--- src/rtl/bsg_manycore_link_sif_edge_buffer_if.sv ---
`default_nettype none
// +----------------------------------------------------------------------------+
// | bsg_manycore_link_sif_edge_buffer_if                                        |
// | Flattened inner/outer link_sif bundle for the array edge buffer.           |
// | Rev 1.0                                                                    |
// +----------------------------------------------------------------------------+
interface bsg_manycore_link_sif_edge_buffer_if #(
  parameter int addr_width_p   = 16,
  parameter int data_width_p   = 32,
  parameter int x_cord_width_p = 4,
  parameter int y_cord_width_p = 3
) ();
  // link_sif layout, MSB first: fwd{v, data, ready_and_rev}, rev{v, data, ready_and_rev}
  localparam int fwd_data_width_lp = addr_width_p + data_width_p
                                   + 2 * (x_cord_width_p + y_cord_width_p);
  localparam int rev_data_width_lp = data_width_p + x_cord_width_p + y_cord_width_p;
  localparam int link_sif_width_lp = fwd_data_width_lp + rev_data_width_lp + 4;

  logic [link_sif_width_lp-1:0] inner_link_sif_i;
  logic [link_sif_width_lp-1:0] inner_link_sif_o;
  logic [link_sif_width_lp-1:0] outer_link_sif_i;
  logic [link_sif_width_lp-1:0] outer_link_sif_o;

  modport slave (
    input  inner_link_sif_i,
    input  outer_link_sif_i,
    output inner_link_sif_o,
    output outer_link_sif_o
  );

  modport master (
    output inner_link_sif_i,
    output outer_link_sif_i,
    input  inner_link_sif_o,
    input  outer_link_sif_o
  );
endinterface
`default_nettype wire

--- src/rtl/bsg_manycore_link_sif_edge_buffer.sv ---
`default_nettype none
// +----------------------------------------------------------------------------+
// | bsg_manycore_link_sif_edge_buffer                                           |
// | Four 2-entry valid/ready FIFOs fully retiming one manycore edge link_sif.  |
// | Rev 1.0                                                                    |
// +----------------------------------------------------------------------------+
module bsg_manycore_link_sif_edge_buffer_fifo #(
  parameter int width_p = 1
) (
  input  logic               clk_i,
  input  logic               reset_n_i,
  input  logic               v_i,
  input  logic [width_p-1:0] data_i,
  output logic               ready_o,
  output logic               v_o,
  output logic [width_p-1:0] data_o,
  input  logic               ready_i
);
  localparam logic [1:0] c_empty = 2'd0;
  localparam logic [1:0] c_one   = 2'd1;
  localparam logic [1:0] c_full  = 2'd2;

  logic [1:0]         r_state;
  logic [1:0]         w_state_next;
  logic               r_ready;
  logic               r_rptr;
  logic               r_wptr;
  logic [width_p-1:0] r_mem [2];
  logic               w_enq;
  logic               w_deq;

  assign w_enq = v_i & r_ready;
  assign w_deq = v_o & ready_i;

  // Ready is registered from the next state so downstream ready never reaches upstream combinationally
  always_ff @(posedge clk_i or negedge reset_n_i) begin
    if (!reset_n_i) begin
      r_state <= c_empty;
      r_ready <= 1'b0;
      r_rptr  <= 1'b0;
      r_wptr  <= 1'b0;
    end else begin
      r_state <= w_state_next;
      r_ready <= (w_state_next != c_full);
      if (w_enq) r_wptr <= ~r_wptr;
      if (w_deq) r_rptr <= ~r_rptr;
    end
  end

  always_ff @(posedge clk_i) begin
    if (w_enq) r_mem[r_wptr] <= data_i;
  end

  always_comb begin
    w_state_next = r_state;
    case (r_state)
      c_empty: if (w_enq) w_state_next = c_one;
      c_one: begin
        if (w_enq && !w_deq)      w_state_next = c_full;
        else if (!w_enq && w_deq) w_state_next = c_empty;
      end
      c_full:  if (w_deq) w_state_next = c_one;
      default: w_state_next = c_empty;
    endcase
  end

  always_comb begin
    v_o     = (r_state != c_empty);
    ready_o = r_ready;
    data_o  = r_mem[r_rptr];
  end
endmodule

module bsg_manycore_link_sif_edge_buffer #(
  parameter int addr_width_p   = 16,
  parameter int data_width_p   = 32,
  parameter int x_cord_width_p = 4,
  parameter int y_cord_width_p = 3
) (
  input  logic clk_i,
  input  logic reset_n_i,
  bsg_manycore_link_sif_edge_buffer_if.slave link_sif,
  output logic idle_o
);
  localparam int fwd_w_lp = addr_width_p + data_width_p + 2 * (x_cord_width_p + y_cord_width_p);
  localparam int rev_w_lp = data_width_p + x_cord_width_p + y_cord_width_p;
  localparam int link_sif_width_lp = fwd_w_lp + rev_w_lp + 4;

  localparam int rev_ready_lp = 0;
  localparam int rev_data_lp  = 1;
  localparam int rev_v_lp     = rev_w_lp + 1;
  localparam int fwd_ready_lp = rev_w_lp + 2;
  localparam int fwd_data_lp  = rev_w_lp + 3;
  localparam int fwd_v_lp     = link_sif_width_lp - 1;

  logic w_f_out_v;
  logic w_f_in_v;
  logic w_r_out_v;
  logic w_r_in_v;

  bsg_manycore_link_sif_edge_buffer_fifo #(.width_p(fwd_w_lp)) f_out (
    .clk_i     (clk_i),
    .reset_n_i (reset_n_i),
    .v_i       (link_sif.inner_link_sif_i[fwd_v_lp]),
    .data_i    (link_sif.inner_link_sif_i[fwd_data_lp +: fwd_w_lp]),
    .ready_o   (link_sif.inner_link_sif_o[fwd_ready_lp]),
    .v_o       (w_f_out_v),
    .data_o    (link_sif.outer_link_sif_o[fwd_data_lp +: fwd_w_lp]),
    .ready_i   (link_sif.outer_link_sif_i[fwd_ready_lp])
  );

  bsg_manycore_link_sif_edge_buffer_fifo #(.width_p(fwd_w_lp)) f_in (
    .clk_i     (clk_i),
    .reset_n_i (reset_n_i),
    .v_i       (link_sif.outer_link_sif_i[fwd_v_lp]),
    .data_i    (link_sif.outer_link_sif_i[fwd_data_lp +: fwd_w_lp]),
    .ready_o   (link_sif.outer_link_sif_o[fwd_ready_lp]),
    .v_o       (w_f_in_v),
    .data_o    (link_sif.inner_link_sif_o[fwd_data_lp +: fwd_w_lp]),
    .ready_i   (link_sif.inner_link_sif_i[fwd_ready_lp])
  );

  bsg_manycore_link_sif_edge_buffer_fifo #(.width_p(rev_w_lp)) r_out (
    .clk_i     (clk_i),
    .reset_n_i (reset_n_i),
    .v_i       (link_sif.inner_link_sif_i[rev_v_lp]),
    .data_i    (link_sif.inner_link_sif_i[rev_data_lp +: rev_w_lp]),
    .ready_o   (link_sif.inner_link_sif_o[rev_ready_lp]),
    .v_o       (w_r_out_v),
    .data_o    (link_sif.outer_link_sif_o[rev_data_lp +: rev_w_lp]),
    .ready_i   (link_sif.outer_link_sif_i[rev_ready_lp])
  );

  bsg_manycore_link_sif_edge_buffer_fifo #(.width_p(rev_w_lp)) r_in (
    .clk_i     (clk_i),
    .reset_n_i (reset_n_i),
    .v_i       (link_sif.outer_link_sif_i[rev_v_lp]),
    .data_i    (link_sif.outer_link_sif_i[rev_data_lp +: rev_w_lp]),
    .ready_o   (link_sif.outer_link_sif_o[rev_ready_lp]),
    .v_o       (w_r_in_v),
    .data_o    (link_sif.inner_link_sif_o[rev_data_lp +: rev_w_lp]),
    .ready_i   (link_sif.inner_link_sif_i[rev_ready_lp])
  );

  assign link_sif.outer_link_sif_o[fwd_v_lp] = w_f_out_v;
  assign link_sif.inner_link_sif_o[fwd_v_lp] = w_f_in_v;
  assign link_sif.outer_link_sif_o[rev_v_lp] = w_r_out_v;
  assign link_sif.inner_link_sif_o[rev_v_lp] = w_r_in_v;

  assign idle_o = ~(w_f_out_v | w_f_in_v | w_r_out_v | w_r_in_v);
endmodule
`default_nettype wire

--- src/flat_wrapper.sv ---
// flat-port wrapper written by rule: the top's interface ports become plain ports
module bsg_manycore_link_sif_edge_buffer_flat 
#(
  parameter int addr_width_p   = 16,
  parameter int data_width_p   = 32,
  parameter int x_cord_width_p = 4,
  parameter int y_cord_width_p = 3
)
  (clk_i, reset_n_i, idle_o, link_sif_inner_link_sif_i, link_sif_outer_link_sif_i, link_sif_inner_link_sif_o, link_sif_outer_link_sif_o);
  bsg_manycore_link_sif_edge_buffer_if #(.addr_width_p(addr_width_p), .data_width_p(data_width_p), .x_cord_width_p(x_cord_width_p), .y_cord_width_p(y_cord_width_p)) link_sif_i ();
  input  logic clk_i;
  input  logic reset_n_i;
  output logic idle_o;
  input wire logic [$bits(link_sif_i.inner_link_sif_i)-1:0] link_sif_inner_link_sif_i;
  input wire logic [$bits(link_sif_i.outer_link_sif_i)-1:0] link_sif_outer_link_sif_i;
  output wire logic [$bits(link_sif_i.inner_link_sif_o)-1:0] link_sif_inner_link_sif_o;
  output wire logic [$bits(link_sif_i.outer_link_sif_o)-1:0] link_sif_outer_link_sif_o;
  assign link_sif_i.inner_link_sif_i = link_sif_inner_link_sif_i;
  assign link_sif_i.outer_link_sif_i = link_sif_outer_link_sif_i;
  assign link_sif_inner_link_sif_o = link_sif_i.inner_link_sif_o;
  assign link_sif_outer_link_sif_o = link_sif_i.outer_link_sif_o;
  bsg_manycore_link_sif_edge_buffer #(.addr_width_p(addr_width_p), .data_width_p(data_width_p), .x_cord_width_p(x_cord_width_p), .y_cord_width_p(y_cord_width_p)) u_core (.clk_i(clk_i), .reset_n_i(reset_n_i), .link_sif(link_sif_i), .idle_o(idle_o));
endmodule
--- config.mk ---
export PLATFORM = sky130hd
export DESIGN_NAME = bsg_manycore_link_sif_edge_buffer_flat
export DESIGN_NICKNAME = d
export VERILOG_FILES = /design/src/rtl/bsg_manycore_link_sif_edge_buffer_if.sv /design/src/rtl/bsg_manycore_link_sif_edge_buffer.sv /design/src/flat_wrapper.sv
export SDC_FILE = /design/constraint.sdc
export NUM_CORES = 1
export LEC_CHECK = 0
export CORE_ASPECT_RATIO = 0.5
export CORE_UTILIZATION = 49
export CTS_BUF_LIST = sky130_fd_sc_hd__clkbuf_16
export DETAILED_ROUTE_END_ITERATION = 6
export MAX_ROUTING_LAYER = met4
export PLACE_DENSITY_LB_ADDON = 0.25
export SLEW_MARGIN = 5
export SYNTH_ARGS = -nofsm -noshare
export SYNTH_HDL_FRONTEND = slang
export SYNTH_SLANG_ARGS = --single-unit
--- constraint.sdc ---
create_clock -name clk_i -period 4.6 [get_ports clk_i]
set_input_delay 0.46 -clock clk_i [delete_from_list [all_inputs] [get_ports clk_i]]
set_output_delay 0.46 -clock clk_i [all_outputs]
set_load 0.01 [all_outputs]
Yosys cells after proc, flatten, opt, wreduce, memory -nomap -nowiden
Memory sizes are Yosys's and may differ from the RTL's.
Index checks and enable logic that the tools add are counted.
Widths: inputs -> output; s select.
{"block": "op_classes", "bitwise_logic": 20, "eq_ne": 12, "n_mux": 28, "reduce_logical": 24}
{"op": "$mux 2", "n": 16}
{"op": "$pmux 2 s3", "n": 4}
{"op": "$not 1->1", "n": 9}
{"op": "$and 1x1->1", "n": 8}
{"op": "$eq 2x1->1 const B", "n": 4}
{"op": "$eq 2x2->1 const B", "n": 4}
{"op": "$logic_and 1x1->1", "n": 8}
{"op": "$logic_not 1->1", "n": 8}
{"op": "$logic_not 2->1", "n": 4}
{"op": "$mux 1", "n": 8}
{"op": "$ne 2x2->1 const B", "n": 4}
{"op": "$reduce_bool 2->1", "n": 4}
{"op": "$or 1x1->1", "n": 3}
{"block": "word_totals", "in_bits": 212, "reg_bits": 20, "ram_bits": 404, "mem_count": 4, "word_cells": 104, "out_inout_bits": 211}
{"name": "u_core.f_in.r_mem", "words": 2, "word_bits": 62, "read_ports": 1, "rd_clocked_by_memory_dff": 0, "wr": 1, "line_no": "bsg_manycore_link_sif_edge_buffer.sv:28", "text": "logic [width_p-1:0] r_mem [2];"}
{"name": "u_core.f_out.r_mem", "words": 2, "word_bits": 62, "read_ports": 1, "rd_clocked_by_memory_dff": 0, "wr": 1, "line_no": "bsg_manycore_link_sif_edge_buffer.sv:28"}
{"name": "u_core.r_in.r_mem", "words": 2, "word_bits": 39, "read_ports": 1, "rd_clocked_by_memory_dff": 0, "wr": 1, "line_no": "bsg_manycore_link_sif_edge_buffer.sv:28"}
{"name": "u_core.r_out.r_mem", "words": 2, "word_bits": 39, "read_ports": 1, "rd_clocked_by_memory_dff": 0, "wr": 1, "line_no": "bsg_manycore_link_sif_edge_buffer.sv:28"}

Depth between registers and ports, before layout
Gate-level depths: netlist of run 1.
{"block": "depth", "ltp_word": 7, "mapped_depth": 3, "mapped_depth_nobuf": 3}

By module
From an unflattened synthesis of run 1, not the netlist that was laid out.
{"block": "unflattened", "cells_unflattened": 713, "hier_area_um2": 16105.4}
{"module": "bsg_manycore_link_sif_edge_buffer_fifo at u_core.f_in ...", "cells_each": 213, "seq_area_each_um2": 3848.7, "n_inst": 2, "area_each_um2": 4989.8}
{"module": "bsg_manycore_link_sif_edge_buffer_fifo at u_core.r_in ...", "cells_each": 141, "seq_area_each_um2": 2467.4, "n_inst": 2, "area_each_um2": 3041.7}
{"module": "bsg_manycore_link_sif_edge_buffer", "cells_each": 5, "seq_area_each_um2": 0.0, "n_inst": 1, "area_each_um2": 42.5}

Worst setup path after synthesis of run 1
OpenSTA, ideal clock, no wires.
{"block": "synth_timing", "path_kind": "input to register", "startpoint": "input link_sif_inner_link_sif_i[104]", "endpoint": "memory u_core.f_out.r_mem[0][0] (netlist bit) (enable)", "arrival_ns": 3.165, "path_stages": 2, "n_path_buf": 0, "path_slack_ns": 0.953, "required_time_ns": 4.118, "cell_sequence": "nand2_1 -> nor2_1"}
{"block": "synth_between", "elab_chain_len": 3}
{"element": "start: declaration", "line_no": "flat_wrapper.sv:14", "text": "input wire logic [$bits(link_sif_i.inner_link_sif_i)-1:0] link_sif_inner_link_sif_i;"}
{"element": "$and 1x1->1", "line_no": "bsg_manycore_link_sif_edge_buffer.sv:32", "text": "assign w_enq = v_i & r_ready;"}
{"element": "$mux 1", "line_no": "bsg_manycore_link_sif_edge_buffer.sv:51", "text": "if (w_enq) r_mem[r_wptr] <= data_i;"}
{"element": "$mux 1 (implied by the code)", "line_no": "bsg_manycore_link_sif_edge_buffer.sv:51"}
{"element": "end: declaration", "line_no": "bsg_manycore_link_sif_edge_buffer.sv:28"}
Every way passes these cells.

Final worst setup path of run 1
{"block": "layout_timing", "startpoint": "register u_core.f_out.r_rptr", "endpoint": "output link_sif_outer_link_sif_o[74]"}
{"block": "layout_between", "elab_chain_len": 1}
{"element": "start: declaration", "line_no": "bsg_manycore_link_sif_edge_buffer.sv:26", "text": "logic r_rptr;"}
{"element": "start signal: assignment", "line_no": "bsg_manycore_link_sif_edge_buffer.sv:46", "text": "if (w_deq) r_rptr <= ~r_rptr;"}
{"element": "$mem_v2 2x62"}
{"element": "end: declaration", "line_no": "flat_wrapper.sv:17", "text": "output wire logic [$bits(link_sif_i.outer_link_sif_o)-1:0] link_sif_outer_link_sif_o;"}
Every way passes these cells.

==> reports/results.ini, run 1 <==
[critical_path]
cp-end-kind = output pin
path_cells = buf_4 -> mux2_4 -> clkdlybuf4s50_1
reg2reg_from = u_core.f_in.ready_o$_DFF_PN0_
crit_required_ps = 4140
crit_fanout = 50
critical-path-max-stage-delay_ps = 1050
crit_slowest_cell = dfrtp_4
reg2reg_slack_ps = 2410
path_buf_inv = 2
start_kind = flop
worstPathArrival_ps = 2830
r2r_end = u_core.f_in.r_mem[0][47]$_DFFE_PP_
path_delay_family = flip-flops
path_class = reg -> out
rr_worst_depth = 3

[die]
core_area_um2 = 32100
fp.dieH_um = 130
rows = 46
dieArea_um2 = 33800
fp.dieW_um = 259
io_pins = 423
start_util = 0.505

[clock_tree]
hold_buffers = 0
clock_sinks = 424
path_clk_slew_ps = 70
cts_setup_buffers = 0
cts_tree = built
cts_buffers = 38
htreeDepth = 2
cts_resized = 0
clkLatencyLatePin_ps = 530
cts_root_buf = clkbuf_16
clk_path_buf_depth = 3

[finish]
final_nets = 1375
seq_area_um2 = 12600
layout_common_cells = clkdlybuf4s50_1 (422), edfxtp_1 (404), mux2_4 (118)
layout_commonest_cell = clkdlybuf4s50_1
multi_input_area_um2 = 3140
fill_cells = 2090
final_area_um2 = 21800
drive_above_1_share = 0.234
area_growth_syn_to_layout_pct = 35.1
post-route-util = 0.681

[power_and_ir_drop]
seqPwrFrac = 0.425
total_power_mw = 13.0
clock_power_share = 0.236
pwr-share-comb = 0.339
p_switching_mw = 3.57
power.leakage_nw = 7.80
irDropWorstVdd_mv = 0.389
power_switching_share = 0.275
power_density_nw_per_um2 = 594
p_int_mw = 9.42

[sta]
period_needed_ps = 3290
slew_viol_final = 0
tns_ps = 0
skew_ps = 21.5
hold_viol_final = 0
finalSetupViolCount = 0
rsz0062_at_grt = false
max_slew.worst_pin.slew_ps = 1180
fmax_mhz = 304
slew_headroom = 0.212
period_share = 0.716

[place]
hpwl_mm = 23.2
gp_congestion = 0.783
dpl-instance-area_um2 = 20700
port_buffers = 422

[grt]
grt_usage = 0.197
overflow = 0
grt_pass1_wl_mm = 48.1
antenna_found_initial = 1
grt_pass1_vias = 8409
grt_max_degree = 51

[drt]
dr.pass1.iters = 4
wl_per_cell_um = 20.8
vias = 8064
antenna_left = 0
routed_wirelength_mm = 33.8
first_iter_violations = 360
via_per_inst = 4.96
drc_errors = 0

[synth]
syn_area_um2 = 16200
ys_warn_count = 0
ys_ff_latch = 424
yosysTopAreaCellShare = 0.750
synth_cell_types = 26
syn_area_per_cell_um2 = 22.5
yosys.area.top_type = edfxtp_1
synth_nets = 932
syn-instance-count = 720
ys_seq_area_frac = 0.781
yosys-top-cells-area = edfxtp_1 (75%), mux2_4 (11%), mux2_2 (5.8%)

[worst_hold_path]
hp-class = in -> async

[run_status]
status = finished, final reports clean

[flow_run]
drv_cap = 0

## cell usage after synthesis
cell / instances
o21ai_0: 3
o22ai_1: 1
dfrtp_1: 20
edfxtp_1: 404
nand4b_1: 3
nor4_4: 1
or2_1: 2
xnor2_1: 8
nor2b_1: 1
and3_1: 4
buf_4: 8
nand3b_1: 3
nor2_1: 5
and3b_1: 1
o211a_1: 3
mux2i_1: 2
buf_12: 12
nand2_1: 8
nand2b_1: 6
mux2_2: 84
a21oi_1: 4
or2_2: 2
inv_1: 6
buf_6: 10
or2_4: 1
mux2_4: 118
## worst register-to-register path: stages, from the launching register on
cell and delay, ps:
dfrtp_1 390, nand2_1 160, nor2_4 650, buf_4 570
## per-stage QoR
| stage | hold WS (ps) | setup slack (ps) | cells |
|---|---|---|---|
| final | 455 | 1310 | 1625 |
| after global routing | 476 | 1190 | 1624 |
| after CTS | 454 | 1280 | 1623 |
| after detailed placement | 535 | 1840 | 1555 |
| after global placement | 505 | 1880 | 1555 |
| after floorplan | 164 | 953 | 720 |
## registers in the layout, summed over array words and instances, names as in the netlist
signal,count
u_core.r_in.r_rptr,1
u_core.r_in.r_state,2
u_core.r_out.r_wptr,1
u_core.r_out.r_rptr,1
u_core.f_in.r_mem,124
u_core.r_in.ready_o,1
u_core.f_in.r_state,2
u_core.f_in.r_wptr,1
u_core.r_out.r_mem,78
u_core.f_in.r_rptr,1
u_core.r_out.r_state,2
u_core.f_out.ready_o,1
u_core.f_out.r_mem,124
u_core.f_out.r_wptr,1
u_core.r_out.ready_o,1
u_core.r_in.r_wptr,1
u_core.f_out.r_rptr,1
u_core.r_in.r_mem,78
u_core.f_in.ready_o,1
u_core.f_out.r_state,2
## area by class of cell
type                    instances  area share
clock inverters                29     0.00974
diodes                          2    0.000229
clock buffers                  39      0.0447
multi-input cells             260       0.144
repair buffers                433       0.197
flip-flops and latches        424       0.579
well taps                     432      0.0247
inverters                       6     0.00103
## power by group through the flow
stage | Combinational [mW] | Clock (mW) | Sequential (mW)
2_1_floorplan | 2.76 | 0 | 5.37
3_3_place_gp | 4.40 | 0 | 5.56
3_5_place_dp | 4.45 | 0 | 5.60
4_1_cts | 4.47 | 3.14 | 5.53
5_1_grt | 4.63 | 3.30 | 5.59
6_report | 4.41 | 3.06 | 5.52
## layer usage
layer / global-route usage / vias up / routed length, um
met5: - / - / 0
met3: 0.0413 / 67 / 1420
met1: 0.215 / 4053 / 12600
met4: 0.0703 / 0 / 968
li1: - / 3724 / -
met2: 0.359 / 220 / 18800
## cells by family (layout without fill, tap and decap cells)
family,count (synthesis),after routing,share of synthesized area
AO/OA/AOI/OAI,11,11,0.00441
XOR/XNOR,8,8,0.00433
buffers and inverters,36,507,0.0269
flip-flops,424,424,0.781
multiplexers,204,204,0.169
other,0,2,0
AND/OR/NAND/NOR,37,37,0.0142
## how the worst max path moves through the flow
stage,startpoint,end,slack [ps],cells after the start
final,u_core.f_out.r_rptr$_DFFE_PN0P_,link_sif_outer_link_sif_o[74],1310,3
after global routing,u_core.f_out.r_rptr$_DFFE_PN0P_,link_sif_outer_link_sif_o[79],1190,3
after CTS,u_core.f_out.r_rptr$_DFFE_PN0P_,link_sif_outer_link_sif_o[74],1280,3
after detailed placement,link_sif_outer_link_sif_i[104],u_core.f_in.r_mem[0][45]$_DFFE_PP_,1840,4
after global placement,link_sif_outer_link_sif_i[104],u_core.f_in.r_mem[0][33]$_DFFE_PP_,1880,4
after floorplan,link_sif_inner_link_sif_i[104],u_core.f_out.r_mem[0][0]$_DFFE_PP_,950,2
No activity file was read; power rests on OpenSTA's default activity.
==> run 2: changes to the inputs <==
--- a/config.mk
+++ b/config.mk
@@ -6,7 +6,7 @@
 export NUM_CORES = 1
 export LEC_CHECK = 0
 export CORE_ASPECT_RATIO = 0.5
-export CORE_UTILIZATION = 49
+export CORE_UTILIZATION = 44
 export CTS_BUF_LIST = sky130_fd_sc_hd__clkbuf_16
 export DETAILED_ROUTE_END_ITERATION = 6
 export MAX_ROUTING_LAYER = met4
==> constraint.sdc (replaced) <==
create_clock -name clk_i -period 2.7 [get_ports clk_i]
set_input_delay 0.27 -clock clk_i [delete_from_list [all_inputs] [get_ports clk_i]]
set_output_delay 0.27 -clock clk_i [all_outputs]
set_load 0.01 [all_outputs]
==> reports/results.ini, run 2 (synthesized netlist as in run 1, its figures left out) <==
[critical_path]
path_class = reg -> out  ; unchanged
cp-end-kind = output pin  ; unchanged
path_cells = buf_12 -> mux2_4 -> clkdlybuf4s50_1  ; was buf_4 -> mux2_4 -> clkdlybuf4s50_1
worstPathArrival_ps = 2310  ; was 2830 ps
critical-path-max-stage-delay_ps = 700  ; was 1050 ps
crit_fanout = 19  ; was 50
rr_worst_depth = 2  ; was 3
crit_slowest_cell = dfrtp_4  ; unchanged
crit_required_ps = 2430  ; was 4140 ps
start_kind = flop  ; unchanged

[worst_hold_path]
hp-class = in -> async  ; unchanged

[place]
hpwl_mm = 23.8  ; was 23.2 mm
dp_cells = 1617  ; was 1555
port_buffers = 422  ; unchanged
dpl-instance-area_um2 = 20900  ; was 20700 um^2
gp_congestion = 0.779  ; was 0.783

[clock_tree]
cts_resized = 0  ; unchanged
hold_buffers = 0  ; unchanged
cts_root_buf = clkbuf_16  ; unchanged
cts_setup_buffers = 1  ; was 0
clk_path_buf_depth = 3  ; unchanged
htreeDepth = 2  ; unchanged
clock_sinks = 424  ; unchanged
cts_buffers = 40  ; was 38
path_clk_slew_ps = 70  ; about the same
cts_tree = built  ; unchanged
clkLatencyLatePin_ps = 530  ; about the same

[grt]
antenna_found_initial = 3  ; was 1
grt_pass1_wl_mm = 49.3  ; was 48.1 mm
grt_max_degree = 63  ; was 51
grt_usage = 0.181  ; was 0.197
overflow = 0  ; unchanged
grt_pass1_vias = 8443  ; was 8409

[drt]
wl_per_cell_um = 20.4  ; was 20.8 um
dr.pass1.iters = 4  ; unchanged
routed_wirelength_mm = 34.6  ; was 33.8 mm
via_per_inst = 4.81  ; was 4.96
antenna_left = 0  ; unchanged
drc_errors = 0  ; unchanged
first_iter_violations = 364  ; was 360
vias = 8124  ; was 8064

[power_and_ir_drop]
clock_power_share = 0.239  ; was 0.236
pwr-share-comb = 0.350  ; was 0.339
power.leakage_nw = 7.94  ; was 7.80 nW
p_int_mw = 16.5  ; was 9.42 mW
total_power_mw = 22.6  ; was 13.0 mW
irDropWorstVdd_mv = 0.550  ; was 0.389 mV
p_switching_mw = 6.10  ; was 3.57 mW
power_density_nw_per_um2 = 1020  ; was 594 nW/um^2
power_switching_share = 0.270  ; was 0.275
seqPwrFrac = 0.410  ; was 0.425

[run_status]
status = finished, final reports clean  ; unchanged

[die]
dieArea_um2 = 37600  ; was 33800 um^2
start_util = 0.449  ; was 0.505
core_area_um2 = 36000  ; was 32100 um^2
fp.dieW_um = 273  ; was 259 um
io_pins = 423  ; unchanged
fp.dieH_um = 138  ; was 130 um
rows = 49  ; was 46

[finish]
layout_commonest_cell = clkdlybuf4s50_1  ; unchanged
layout_common_cells = clkdlybuf4s50_1 (422), edfxtp_1 (404), mux2_4 (118)  ; unchanged
drive_above_1_share = 0.241  ; was 0.234
final_nets = 1388  ; was 1375
fin_cells = 1690  ; was 1625
final_area_um2 = 22200  ; was 21800 um^2
area_growth_syn_to_layout_pct = 37.2  ; was 35.1%
biggestRegsByFlops = u_core.f_in.r_mem: 124 flops, u_core.f_out.r_mem: 124 flops  ; unchanged

[sta]
period_share = 0.956
hold_viol_final = 0  ; unchanged
tns_ps = 0  ; unchanged
slew_headroom = 0.371  ; was 0.212
slew_viol_final = 0  ; unchanged
rsz0062_at_grt = false  ; unchanged
skew_ps = 14.1  ; was 21.5 ps
finalSetupViolCount = 0  ; unchanged
period_needed_ps = 2580
fmax_mhz = 388
max_slew.worst_pin.slew_ps = 941  ; was 1180 ps

[flow_run]
drv_cap = 0  ; unchanged

## run 2: changes by cell type in the layout (fill, tap and decap cells not counted), moves of 2 or more
cell / delta
clkbuf_16: +2
clkinv_1: -2
clkinvlp_4: -2
diode_2: +2
buf_12: +11
inv_1: +3
## run 2: cell type report
| type | instances | area, um^2 |
|---|---|---|
| sequential | 424 | 12600 |
| tap | 484 | 606 |
| clock buffer | 41 | 1030 |
| fill | 2590 | 13900 |
| timing repair buffer | 444 | 4530 |
| inverter | 6 | 22.5 |
| multi-input combinational | 260 | 3140 |
| clock inverter | 27 | 214 |
| antenna | 4 | 10.0 |
## run 2: power groups by stage
stage | sequential, mW | combinational [mW] | clock (mW)
detailed placement | 9.45 | 7.92 | 0
global route | 9.38 | 8.32 | 5.79
finish | 9.26 | 7.90 | 5.40
floorplan | 9.13 | 4.70 | 0
global placement | 9.37 | 7.85 | 0
CTS | 9.27 | 8.04 | 5.56
## run 2: per-stage QoR
step / hold WS (ps) / util / setup WS [ps]
2_1_floorplan: -25.6 / - / 143
3_3_place_gp: 491 / 0.581 / 601
3_5_place_dp: 531 / 0.581 / 564
4_1_cts: 278 / 0.615 / 50.2
5_1_grt: 285 / 0.616 / 24.0
6_report: 264 / 0.616 / 120
## run 2: path summary, 6_finish.rpt
| kind | startpoint | to | slack [ps] |
|---|---|---|---|
| setup / recovery | u_core.f_in.r_rptr$_DFFE_PN0P_ | link_sif_inner_link_sif_o[44] | 120 |
| hold / removal | reset_n_i | u_core.f_in.ready_o$_DFF_PN0_ | 260 |
| setup reg to reg | u_core.r_out.r_wptr$_DFFE_PN0P_ | u_core.r_out.r_mem[1][0]$_DFFE_PP_ | 1120 |
| hold reg to reg | u_core.f_in.r_wptr$_DFFE_PN0P_ | u_core.f_in.r_wptr$_DFFE_PN0P_ | 550 |
| max in group asynchronous | reset_n_i | u_core.f_out.r_rptr$_DFFE_PN0P_ | 1750 |
| min in group clk_i | link_sif_inner_link_sif_i[66] | u_core.f_out.r_mem[0][24]$_DFFE_PP_ | 320 |
## run 2: layer usage
metal  GRT usage  vias up  share of wire
li1            -     3743              -
met1       0.190     4113           0.36
met2       0.334      191           0.56
met3      0.0354       77          0.037
met4      0.0816        0          0.035
met5           -        -              0
## run 2: worst max-delay path, delay by kind of cell, from the launching register on
family	cells	cell delay [ps]
buffers and inverters	2	750
DFF	1	700
muxes	1	320
==> run 3: changes to the inputs <==
--- a/config.mk
+++ b/config.mk
@@ -9,6 +9,7 @@
 export CORE_UTILIZATION = 44
 export CTS_BUF_LIST = sky130_fd_sc_hd__clkbuf_16
 export DETAILED_ROUTE_END_ITERATION = 6
+export GPL_ROUTABILITY_DRIVEN = 0
 export MAX_ROUTING_LAYER = met4
 export PLACE_DENSITY_LB_ADDON = 0.25
 export SLEW_MARGIN = 5
==> results of run 3 <==
No change in the layout: final DEF, timing and power equal those of run 2.
